--- config.mk ---
export PLATFORM = sky130hd
export DESIGN_NAME = m_mem_arbiter
export DESIGN_NICKNAME = d
export VERILOG_FILES = /design/src/rtl/m_mem_arbiter_pkg.sv /design/src/rtl/m_mem_arbiter_pick.sv /design/src/rtl/m_mem_arbiter.sv
export SDC_FILE = /design/constraint.sdc
export NUM_CORES = 1
export LEC_CHECK = 0
export CORE_ASPECT_RATIO = 1.1
export CORE_MARGIN = 2
export CORE_UTILIZATION = 41
export CTS_CLUSTER_DIAMETER = 40
export DETAILED_ROUTE_END_ITERATION = 6
export PLACE_DENSITY_LB_ADDON = 0.1
export SYNTH_ARGS = -nofsm -noshare
export SYNTH_HDL_FRONTEND = slang
export SYNTH_HIERARCHICAL = 1
export SYNTH_SLANG_ARGS = --single-unit
--- constraint.sdc ---
create_clock -name w_clock -period 2 [get_ports w_clock]
set_input_delay 0.3 -clock w_clock [delete_from_list [all_inputs] [get_ports w_clock]]
set_output_delay 0.3 -clock w_clock [all_outputs]
set_load 0.02 [all_outputs]
--- src/rtl/m_mem_arbiter_pkg.sv ---
// Shared definitions for the fetch/data memory arbiter: FSM encoding,
// requester ids and default tuning parameters.
package m_mem_arbiter_pkg;

  typedef enum logic [1:0] {
    ST_IDLE = 2'd0,
    ST_BUSY = 2'd1,
    ST_RESP = 2'd2
  } state_t;

  localparam logic PORT_IF = 1'b0;
  localparam logic PORT_MA = 1'b1;

  localparam int MAX_MA_RUN_DEF = 2;
  localparam int TIMEOUT_DEF    = 15;

endpackage

--- src/rtl/m_mem_arbiter_pick.sv ---
// Grant selection: the data port has priority unless it has already won
// MAX_MA_RUN times in a row while the fetch port was waiting.
module m_arb_pick (
  input  logic if_req,
  input  logic ma_req,
  input  logic ma_run_sat,
  output logic grant_ma,
  output logic valid
);

  // Pure combinational priority decision.
  always_comb begin
    valid    = if_req | ma_req;
    grant_ma = ma_req & ~(if_req & ma_run_sat);
  end

endmodule

--- src/rtl/m_mem_arbiter.sv ---
// Two-port memory arbiter (fetch + data) in front of one shared memory port,
// with bounded data-port starvation and a BUSY-phase timeout.
module m_mem_arbiter
  import m_mem_arbiter_pkg::*;
#(
  parameter int MAX_MA_RUN = MAX_MA_RUN_DEF,
  parameter int TIMEOUT    = TIMEOUT_DEF
) (
  input  logic        w_clock,
  input  logic        w_reset_n,
  input  logic        w_if_req,
  input  logic [31:0] w_if_addr,
  output logic        w_if_ack,
  output logic [31:0] w_if_rdata,
  input  logic        w_ma_req,
  input  logic        w_ma_we,
  input  logic [31:0] w_ma_addr,
  input  logic [31:0] w_ma_wdata,
  output logic        w_ma_ack,
  output logic [31:0] w_ma_rdata,
  output logic        w_mem_req,
  output logic        w_mem_we,
  output logic [31:0] w_mem_addr,
  output logic [31:0] w_mem_wdata,
  input  logic [31:0] w_mem_rdata,
  input  logic        w_mem_ack,
  output logic        w_err
);

  localparam int RUN_W = (MAX_MA_RUN < 1) ? 1 : $clog2(MAX_MA_RUN + 1);

  state_t           state_r;
  state_t           state_next_s;
  logic             id_r;
  logic [RUN_W-1:0] ma_run_r;
  logic [3:0]       tmo_cnt_r;
  logic             mem_req_r;
  logic             mem_we_r;
  logic [31:0]      mem_addr_r;
  logic [31:0]      mem_wdata_r;
  logic             if_ack_r;
  logic             ma_ack_r;
  logic [31:0]      if_rdata_r;
  logic [31:0]      ma_rdata_r;
  logic             err_r;

  logic             ma_run_sat_s;
  logic             grant_ma_s;
  logic             pick_valid_s;
  logic             tmo_hit_s;
  logic             grant_s;
  logic             done_s;
  logic [31:0]      resp_data_s;

  assign ma_run_sat_s = (ma_run_r == RUN_W'(MAX_MA_RUN));
  assign tmo_hit_s    = (tmo_cnt_r == 4'(TIMEOUT - 1));

  m_arb_pick u_pick (
    .if_req     (w_if_req),
    .ma_req     (w_ma_req),
    .ma_run_sat (ma_run_sat_s),
    .grant_ma   (grant_ma_s),
    .valid      (pick_valid_s)
  );

  // State register.
  always_ff @(posedge w_clock or negedge w_reset_n) begin
    if (!w_reset_n) begin
      state_r <= ST_IDLE;
    end else begin
      state_r <= state_next_s;
    end
  end

  // Next-state logic; an ack on the last allowed BUSY cycle beats the timeout.
  always_comb begin
    state_next_s = ST_IDLE;
    case (state_r)
      ST_IDLE: begin
        if (pick_valid_s) state_next_s = ST_BUSY;
        else              state_next_s = ST_IDLE;
      end
      ST_BUSY: begin
        if (w_mem_ack || tmo_hit_s) state_next_s = ST_RESP;
        else                        state_next_s = ST_BUSY;
      end
      ST_RESP: state_next_s = ST_IDLE;
      default: state_next_s = ST_IDLE;
    endcase
  end

  // Transaction strobes feeding the registered outputs.
  always_comb begin
    grant_s     = 1'b0;
    done_s      = 1'b0;
    resp_data_s = 32'd0;
    case (state_r)
      ST_IDLE: grant_s = pick_valid_s;
      ST_BUSY: begin
        done_s = w_mem_ack | tmo_hit_s;
        if (w_mem_ack && !mem_we_r) resp_data_s = w_mem_rdata;
        else                        resp_data_s = 32'd0;
      end
      ST_RESP: grant_s = 1'b0;
      default: grant_s = 1'b0;
    endcase
  end

  // Latched transaction, arbitration history, timeout and response registers.
  always_ff @(posedge w_clock or negedge w_reset_n) begin
    if (!w_reset_n) begin
      id_r        <= PORT_IF;
      ma_run_r    <= '0;
      tmo_cnt_r   <= 4'd0;
      mem_req_r   <= 1'b0;
      mem_we_r    <= 1'b0;
      mem_addr_r  <= 32'd0;
      mem_wdata_r <= 32'd0;
      if_ack_r    <= 1'b0;
      ma_ack_r    <= 1'b0;
      if_rdata_r  <= 32'd0;
      ma_rdata_r  <= 32'd0;
      err_r       <= 1'b0;
    end else begin
      mem_req_r <= (state_next_s == ST_BUSY);
      if_ack_r  <= done_s & (id_r == PORT_IF);
      ma_ack_r  <= done_s & (id_r == PORT_MA);
      err_r     <= done_s & ~w_mem_ack;

      if (grant_s) begin
        id_r        <= grant_ma_s ? PORT_MA : PORT_IF;
        mem_we_r    <= grant_ma_s & w_ma_we;
        mem_addr_r  <= grant_ma_s ? w_ma_addr : w_if_addr;
        mem_wdata_r <= grant_ma_s ? w_ma_wdata : 32'd0;
        tmo_cnt_r   <= 4'd0;
        if (grant_ma_s && w_if_req)
          ma_run_r <= ma_run_sat_s ? ma_run_r : ma_run_r + RUN_W'(1);
        else
          ma_run_r <= '0;
      end else if (done_s) begin
        mem_we_r    <= 1'b0;
        mem_addr_r  <= 32'd0;
        mem_wdata_r <= 32'd0;
        tmo_cnt_r   <= 4'd0;
      end else if (state_r == ST_BUSY) begin
        tmo_cnt_r <= tmo_cnt_r + 4'd1;
      end

      if (done_s && id_r == PORT_IF) if_rdata_r <= resp_data_s;
      if (done_s && id_r == PORT_MA) ma_rdata_r <= resp_data_s;
    end
  end

  assign w_mem_req   = mem_req_r;
  assign w_mem_we    = mem_we_r;
  assign w_mem_addr  = mem_addr_r;
  assign w_mem_wdata = mem_wdata_r;
  assign w_if_ack    = if_ack_r;
  assign w_ma_ack    = ma_ack_r;
  assign w_if_rdata  = if_rdata_r;
  assign w_ma_rdata  = ma_rdata_r;
  assign w_err       = err_r;

endmodule

; Word level (Yosys, flattened, before mapping)
; Index checks and enable logic that the tools add are counted.
[totals]
reg_bits = 142
output_inout_bits = 133
[op_classes]
add_sub_neg = 2
n_eq_ne = 5
mux = 20
bitwise_logic = 11
n_reduce_logical = 10
[ops]
columns = operator, count
row1 = 2-to-1 mux 32 bit, 7
row2 = 2-to-1 mux 4 bit, 3
row3 = AND 1 bit, 6
row4 = 2-to-1 mux 1 bit, 6
row5 = 2-to-1 mux 2 bit, 3
row6 = adder 4 x 1 -> 4 bit (second input constant), 1
row7 = equality test 2 x 1 -> 1 bit (second input constant), 2
row8 = equality test 4 bit (second input constant), 1
row9 = logical AND 1 bit, 4
row10 = one-hot mux 2 bit (2 select lines), 1
row11 = NOT 1 bit, 3
row12 = nonzero test 3 bit, 1
row13 = adder 2 x 1 -> 2 bit (second input constant), 1
row14 = equality test 2 bit (second input constant), 1
row15 = logical NOT 2 bit, 1
row16 = inequality test 2 bit (second input constant), 1
row17 = OR 1 bit, 2
row18 = AND reduction 2 bit, 1
row19 = nonzero test 2 bit, 1
row20 = logical NOT 1 bit, 1
row21 = logical OR 1 bit, 1

; Depth between registers and ports, before layout
; Gate-level depths: netlist (run 1).
[logic_depth]
ltp_word = 7
depth_mapped = 8
ltp_nobuf = 6

; Cells and area by module
; Netlist (run 1), hierarchy kept.
[modules_own_cells]
columns = module, instances, cells_each, area_each_um2, seq_area_each_um2
row1 = m_mem_arbiter, 1, 488, 5745.5, 3553.4
row2 = m_arb_pick, 1, 2, 13.8, 0.0

; Worst setup path before layout (run 1)
; Ideal clock, no wire load.
[synth_timing]
path_kind = register to register
startpoint = reg ma_run_r[0]
endpoint = reg mem_wdata_r[0], in the netlist w_mem_wdata[0]
setup_time_ns = 0.082
arrival_ns = 1.584
required_ns = 1.918
path_slack_ns = 0.333
path_stages_with_launch = 9
cell_sequence = dfrtp_1 -> inv_1 -> ha_1 -> a21boi_1 -> buf_2 -> buf_2 -> clkbuf_1 -> nand2_1 -> o22ai_1
[synth_via]
elab_chain_cells = 6
[synth_rtl]
columns = item, line_no
row1 = from (decl), m_mem_arbiter.sv:35  ; logic [RUN_W-1:0] ma_run_r;
row2 = from (signal assigned), m_mem_arbiter.sv:137  ; ma_run_r <= ma_run_sat_s ? ma_run_r : ma_run_r + RUN_W'(1);
row3 = equality test 2 bit, m_mem_arbiter.sv:55  ; assign ma_run_sat_s = (ma_run_r == RUN_W'(MAX_MA_RUN));
row4 = named net ma_run_sat_s, m_mem_arbiter.sv:47  ; logic ma_run_sat_s;
row5 = AND 1 bit, m_mem_arbiter_pick.sv:14  ; grant_ma = ma_req & ~(if_req & ma_run_sat);
row6 = NOT 1 bit, m_mem_arbiter_pick.sv:14
row7 = AND 1 bit, m_mem_arbiter_pick.sv:14
row8 = named net grant_ma_s, m_mem_arbiter.sv:48  ; logic grant_ma_s;
row9 = 2-to-1 mux 32 bit, m_mem_arbiter.sv:134  ; mem_wdata_r <= grant_ma_s ? w_ma_wdata : 32'd0;
row10 = 2-to-1 mux 32 bit, m_mem_arbiter.sv:130  ; if (grant_s) begin
row11 = to (signal assigned), m_mem_arbiter.sv:134
row12 = to (decl), m_mem_arbiter.sv:40  ; logic [31:0] mem_wdata_r;
; The timed path passes the listed nets, and every way through them passes these cells.
; A chain may end at the register's enable or synchronous reset.

; Worst setup path after layout (run 1)
[layout_timing]
startpoint = reg mem_we_r, in the netlist w_mem_we
endpoint = out w_mem_we
[layout_rtl]
columns = item, line_no
row1 = from (decl), m_mem_arbiter.sv:38  ; logic mem_we_r;
row2 = from (signal assigned), m_mem_arbiter.sv:132  ; mem_we_r <= grant_ma_s & w_ma_we;
row3 = to (decl), m_mem_arbiter.sv:22  ; output logic w_mem_we,
; No word-level cell between the ends.

==> results of run 1 <==
[power by group through the flow]
stage | Clock (mW) | Sequential (mW) | Combinational [mW]
after floorplan | 0 | 6.14 | 2.23
final | 3.16 | 4.78 | 6.89
after global placement | 0 | 4.76 | 6.82
after global routing | 3.34 | 4.94 | 7.36
after CTS | 3.22 | 4.79 | 6.95
after detailed placement | 0 | 4.80 | 6.92
[state kept, by name, summed over array words and instances (netlist names)]
name         flops
w_ma_ack         1
w_err            1
w_mem_addr      32
ma_run_r         2
w_ma_rdata      32
w_mem_req        1
w_if_ack         1
state_r          2
tmo_cnt_r        4
w_mem_wdata     32
id_r             1
w_mem_we         1
w_if_rdata      32
[routing by layer]
metal,vias up,GRT usage,routed length [microns]
met5,-,0,0
met3,28,0.0742,1250
li1,2299,-,-
met1,2349,0.265,6440
met2,191,0.379,8130
met4,0,0.0817,359
[final timing paths]
| check | start | cells after the start | endpoint | slack (ns) |
|---|---|---|---|---|
| worst max-delay path | w_mem_we | 1 | w_mem_we | 0.27 |
| worst min-delay path | w_reset_n | 2 | w_mem_wdata[15] | 0.40 |
| max in group asynchronous | w_reset_n | 3 | id_r | 0.85 |
| worst min register to register | w_ma_rdata[3] | 1 | w_ma_rdata[3] | 0.50 |
| worst max register to register | ma_run_r[0] | 6 | w_mem_addr[17] | 0.29 |
| min in group w_clock | w_ma_wdata[24] | 3 | w_mem_wdata[24] | 0.45 |
[cells by family (layout without fill, tap and decap cells)]
family / count (synthesis) / after routing
buf+inv: 48 / 320
xor+xnor: 1 / 1
flops: 142 / 142
compound gates: 140 / 140
mux: 33 / 33
fa+ha+maj: 3 / 3
simple gates: 123 / 123
[through the flow]
stage	util	hold WS, ns	cell area (sq um)	setup TNS (ns)
after floorplan	-	0.00441	5760	0
after global placement	0.630	0.289	8690	0
after detailed placement	0.630	0.297	8690	-0.629
after CTS	0.674	0.429	9300	0
after global routing	0.674	0.445	9300	0
final	0.674	0.396	9300	0
[synthesized netlist by cell type]
library cell	n	area [sq um]
nor2_1	3	11.3
o21ai_1	1	5.00
and3_1	1	6.26
a31o_2	1	8.76
or3_1	1	6.26
a31oi_1	2	12.5
a32o_1	2	20.0
nand3_2	2	20.0
nand3b_1	1	7.51
dfrtp_1	142	3550
and2b_4	1	10.0
xnor2_1	1	8.76
ha_1	3	37.5
o22ai_1	65	407
or3b_4	1	11.3
buf_2	28	140
nand2_1	107	402
or2_1	1	6.26
buf_4	2	15.0
o31ai_1	1	7.51
mux2_1	1	11.3
mux2i_1	32	320
inv_2	1	3.75
nand2b_1	1	6.26
nand3_1	2	10.0
o21bai_1	1	7.51
a22o_1	64	561
a21boi_1	1	7.51
o21ai_0	2	10.0
clkbuf_1	6	22.5
buf_6	6	67.6
or2_2	1	6.26
inv_1	5	18.8
nand4bb_1	1	11.3
[cell type report]
type | instances | area, sq um
multi-input cells | 300 | 1950
clock buffers | 17 | 425
well taps | 188 | 235
repair buffers | 282 | 2940
flip-flops and latches | 142 | 3550
inverters | 6 | 22.5
fillers | 1095 | 4490
clock inverters | 15 | 173
[placed cells by master, fill, tap and decap left out, drive strengths merged, types with 4 or more instances in the layout]
cell / n
nand3: 4
mux2i: 32
buf: 16
clkinv: 9
clkbuf: 17
o22ai: 65
dfrtp: 142
inv: 6
clkdlybuf4s50: 265
a22o: 64
nand2: 107
[timing repair]
| action | 4_1_cts | 5_1_grt |
|---|---|---|
| endpoints found under the setup margin | 0 | 0 |
| hold buffers | 1 | 0 |
| hold endpoints to repair | 51 | 0 |
==> flow_metrics.env, run 1 <==
export IMPL_die_h_microns=128
export IMPL_io_buffers=266
export IMPL_timing_final_hold_violations=0
export IMPL_result_of_the_run="finished clean"
export IMPL_core_area_sq_um=13800
export IMPL_post_synth_and_or_nand_nor_area_fraction=0.0893
export IMPL_worstPathMaxFanout=3
export IMPL_critPathCaptureType="primary output"
export IMPL_max_cap_violations=0
export IMPL_worstSetupStartpointType="flop"
export IMPL_power_share_sequential=0.322
export IMPL_syn_area_per_cell_sq_um=11.8
export IMPL_antenna_violating_nets_post_route=0
export IMPL_path_clk_slew_ns=0.06
export IMPL_antenna_found_initial=0
export IMPL_stdcell_count=950
export IMPL_aggregate_global_route_resource_usage=0.224
export IMPL_power_clock_fraction=0.213
export IMPL_synth_ff_latch_count=142
export IMPL_standard_cell_row_count=45
export IMPL_clkLatencyLatePin_ns=0.41
export IMPL_ys_seq_area_frac=0.617
export IMPL_finalWeightedCongestion=0.786
export IMPL_clock_tree_buffer_depth=2
export IMPL_power_internal_mw=9.44
export IMPL_final_period_minus_worst_setup_slack_ns=1.73
export IMPL_clock_skew_final_ns=0.00727
export IMPL_power_mw=14.8
export IMPL_dp_cell_count=917
export IMPL_power_per_cell_area_nw_per_um2=1590
export IMPL_wl_per_cell_microns=17.0
export IMPL_global_route_overflow=0
export IMPL_synthToLayoutAreaGrowth_pct=61.5
export IMPL_synthAdderAreaFrac=0.00652
export IMPL_fp_dieArea_sq_um=15000
export IMPL_clockRootBuffer="clkbuf_16"
export IMPL_vias_per_cell=5.12
export IMPL_diodes=0
export IMPL_detailedPlace_worstSlack_ns=-0.0531
export IMPL_initial_core_utilization=0.418
export IMPL_via_count=4867
export IMPL_syn_cell_area_sq_um=5760
export IMPL_critPathSlowestCell="clkdlybuf4s50_1"
export IMPL_clock_sink_count=142
export IMPL_max_vdd_ir_drop_mv=0.726
export IMPL_post_cts_buffers=0
export IMPL_synth_compound_area_share=0.182
export IMPL_synth_lib_cells_used_distinct=34
export IMPL_final_nets=886
export IMPL_drt_drc_violations_left=0
export IMPL_worst_hold_path_type="in -> async"
export IMPL_cp_cell_sequence="clkdlybuf4s50_1"
export IMPL_synthesis_instances=490
export IMPL_firstDrtPassIters=4
export IMPL_post_cts_resized=0
export IMPL_critical_path_buffer_and_inverter_count=1
export IMPL_relSlewSlack=0.642
export IMPL_required_ns=1.70
export IMPL_drive_gt1_frac=0.0761
export IMPL_grt_max_degree=60
export IMPL_critical_path_max_stage_delay_ns=0.64
export IMPL_finalMaxSlewViolations=0
export IMPL_wl_microns=16200
export IMPL_setup_violation_total_in_the_final_timing_report=0
export IMPL_grt_setup_unrepaired="no"
export IMPL_period_share=0.865
export IMPL_cts_tree="yes"
export IMPL_syn_num_nets=627
export IMPL_combinationalPowerShare=0.464
export IMPL_detailed_place_hpwl_microns=11500
export IMPL_wire_length_of_the_first_global_routing_pass_microns=25900
export IMPL_vias_in_the_first_global_route=5139
export IMPL_max_freq_mhz=578
export IMPL_critPathArrivalTime_ns=1.43
export IMPL_max_slew_worst_pin_slew_ns=0.537
export IMPL_htree_levels=4
export IMPL_die_width_microns=117
export IMPL_sw_pwr_mw=5.39
export IMPL_boundaryPins=267
export IMPL_cts_made_buffers=17
export IMPL_post_synthesis_share_of_cell_area_spent_on_xor_and_xnor_gates=0.00152
export IMPL_power_share_switching=0.364
export IMPL_drt_first_iter_violations=281
export IMPL_postLayoutSetupSlackWorst_ns=0.271
export IMPL_dominant_combinational_cell_family_by_area_after_synthesis="compound AO/OA/AOI/OAI gates"
export IMPL_path_delay_family="buffers and inverters"
export IMPL_yosysWarnings=6
export IMPL_p_leak_nw=4.07
export IMPL_synth_area_mux_share=0.0576
export IMPL_critical_path_class="reg -> out"
No activity file was read; power rests on OpenSTA's default activity.
==> inputs of run 2 (changes only) <==
==> constraint.sdc (replaced) <==
create_clock -name w_clock -period 2 [get_ports w_clock]
set_input_delay 0.3 -clock w_clock [delete_from_list [all_inputs] [get_ports w_clock]]
set_output_delay 0.3 -clock w_clock [all_outputs]
set_load 0.01 [all_outputs]
==> results of run 2 <==
Same layout as run 1 (identical final DEF). Status: finished clean.
Among the figures that moved: setup slack after layout 0.271 ns -> 0.287 ns; start point of the critical path w_mem_we -> ma_run_r[0]; end point of the critical path w_mem_we -> w_mem_addr[17]; total power 14.8 mW -> 14.0 mW; worst IR drop on VDD 0.726 mV -> 0.661 mV
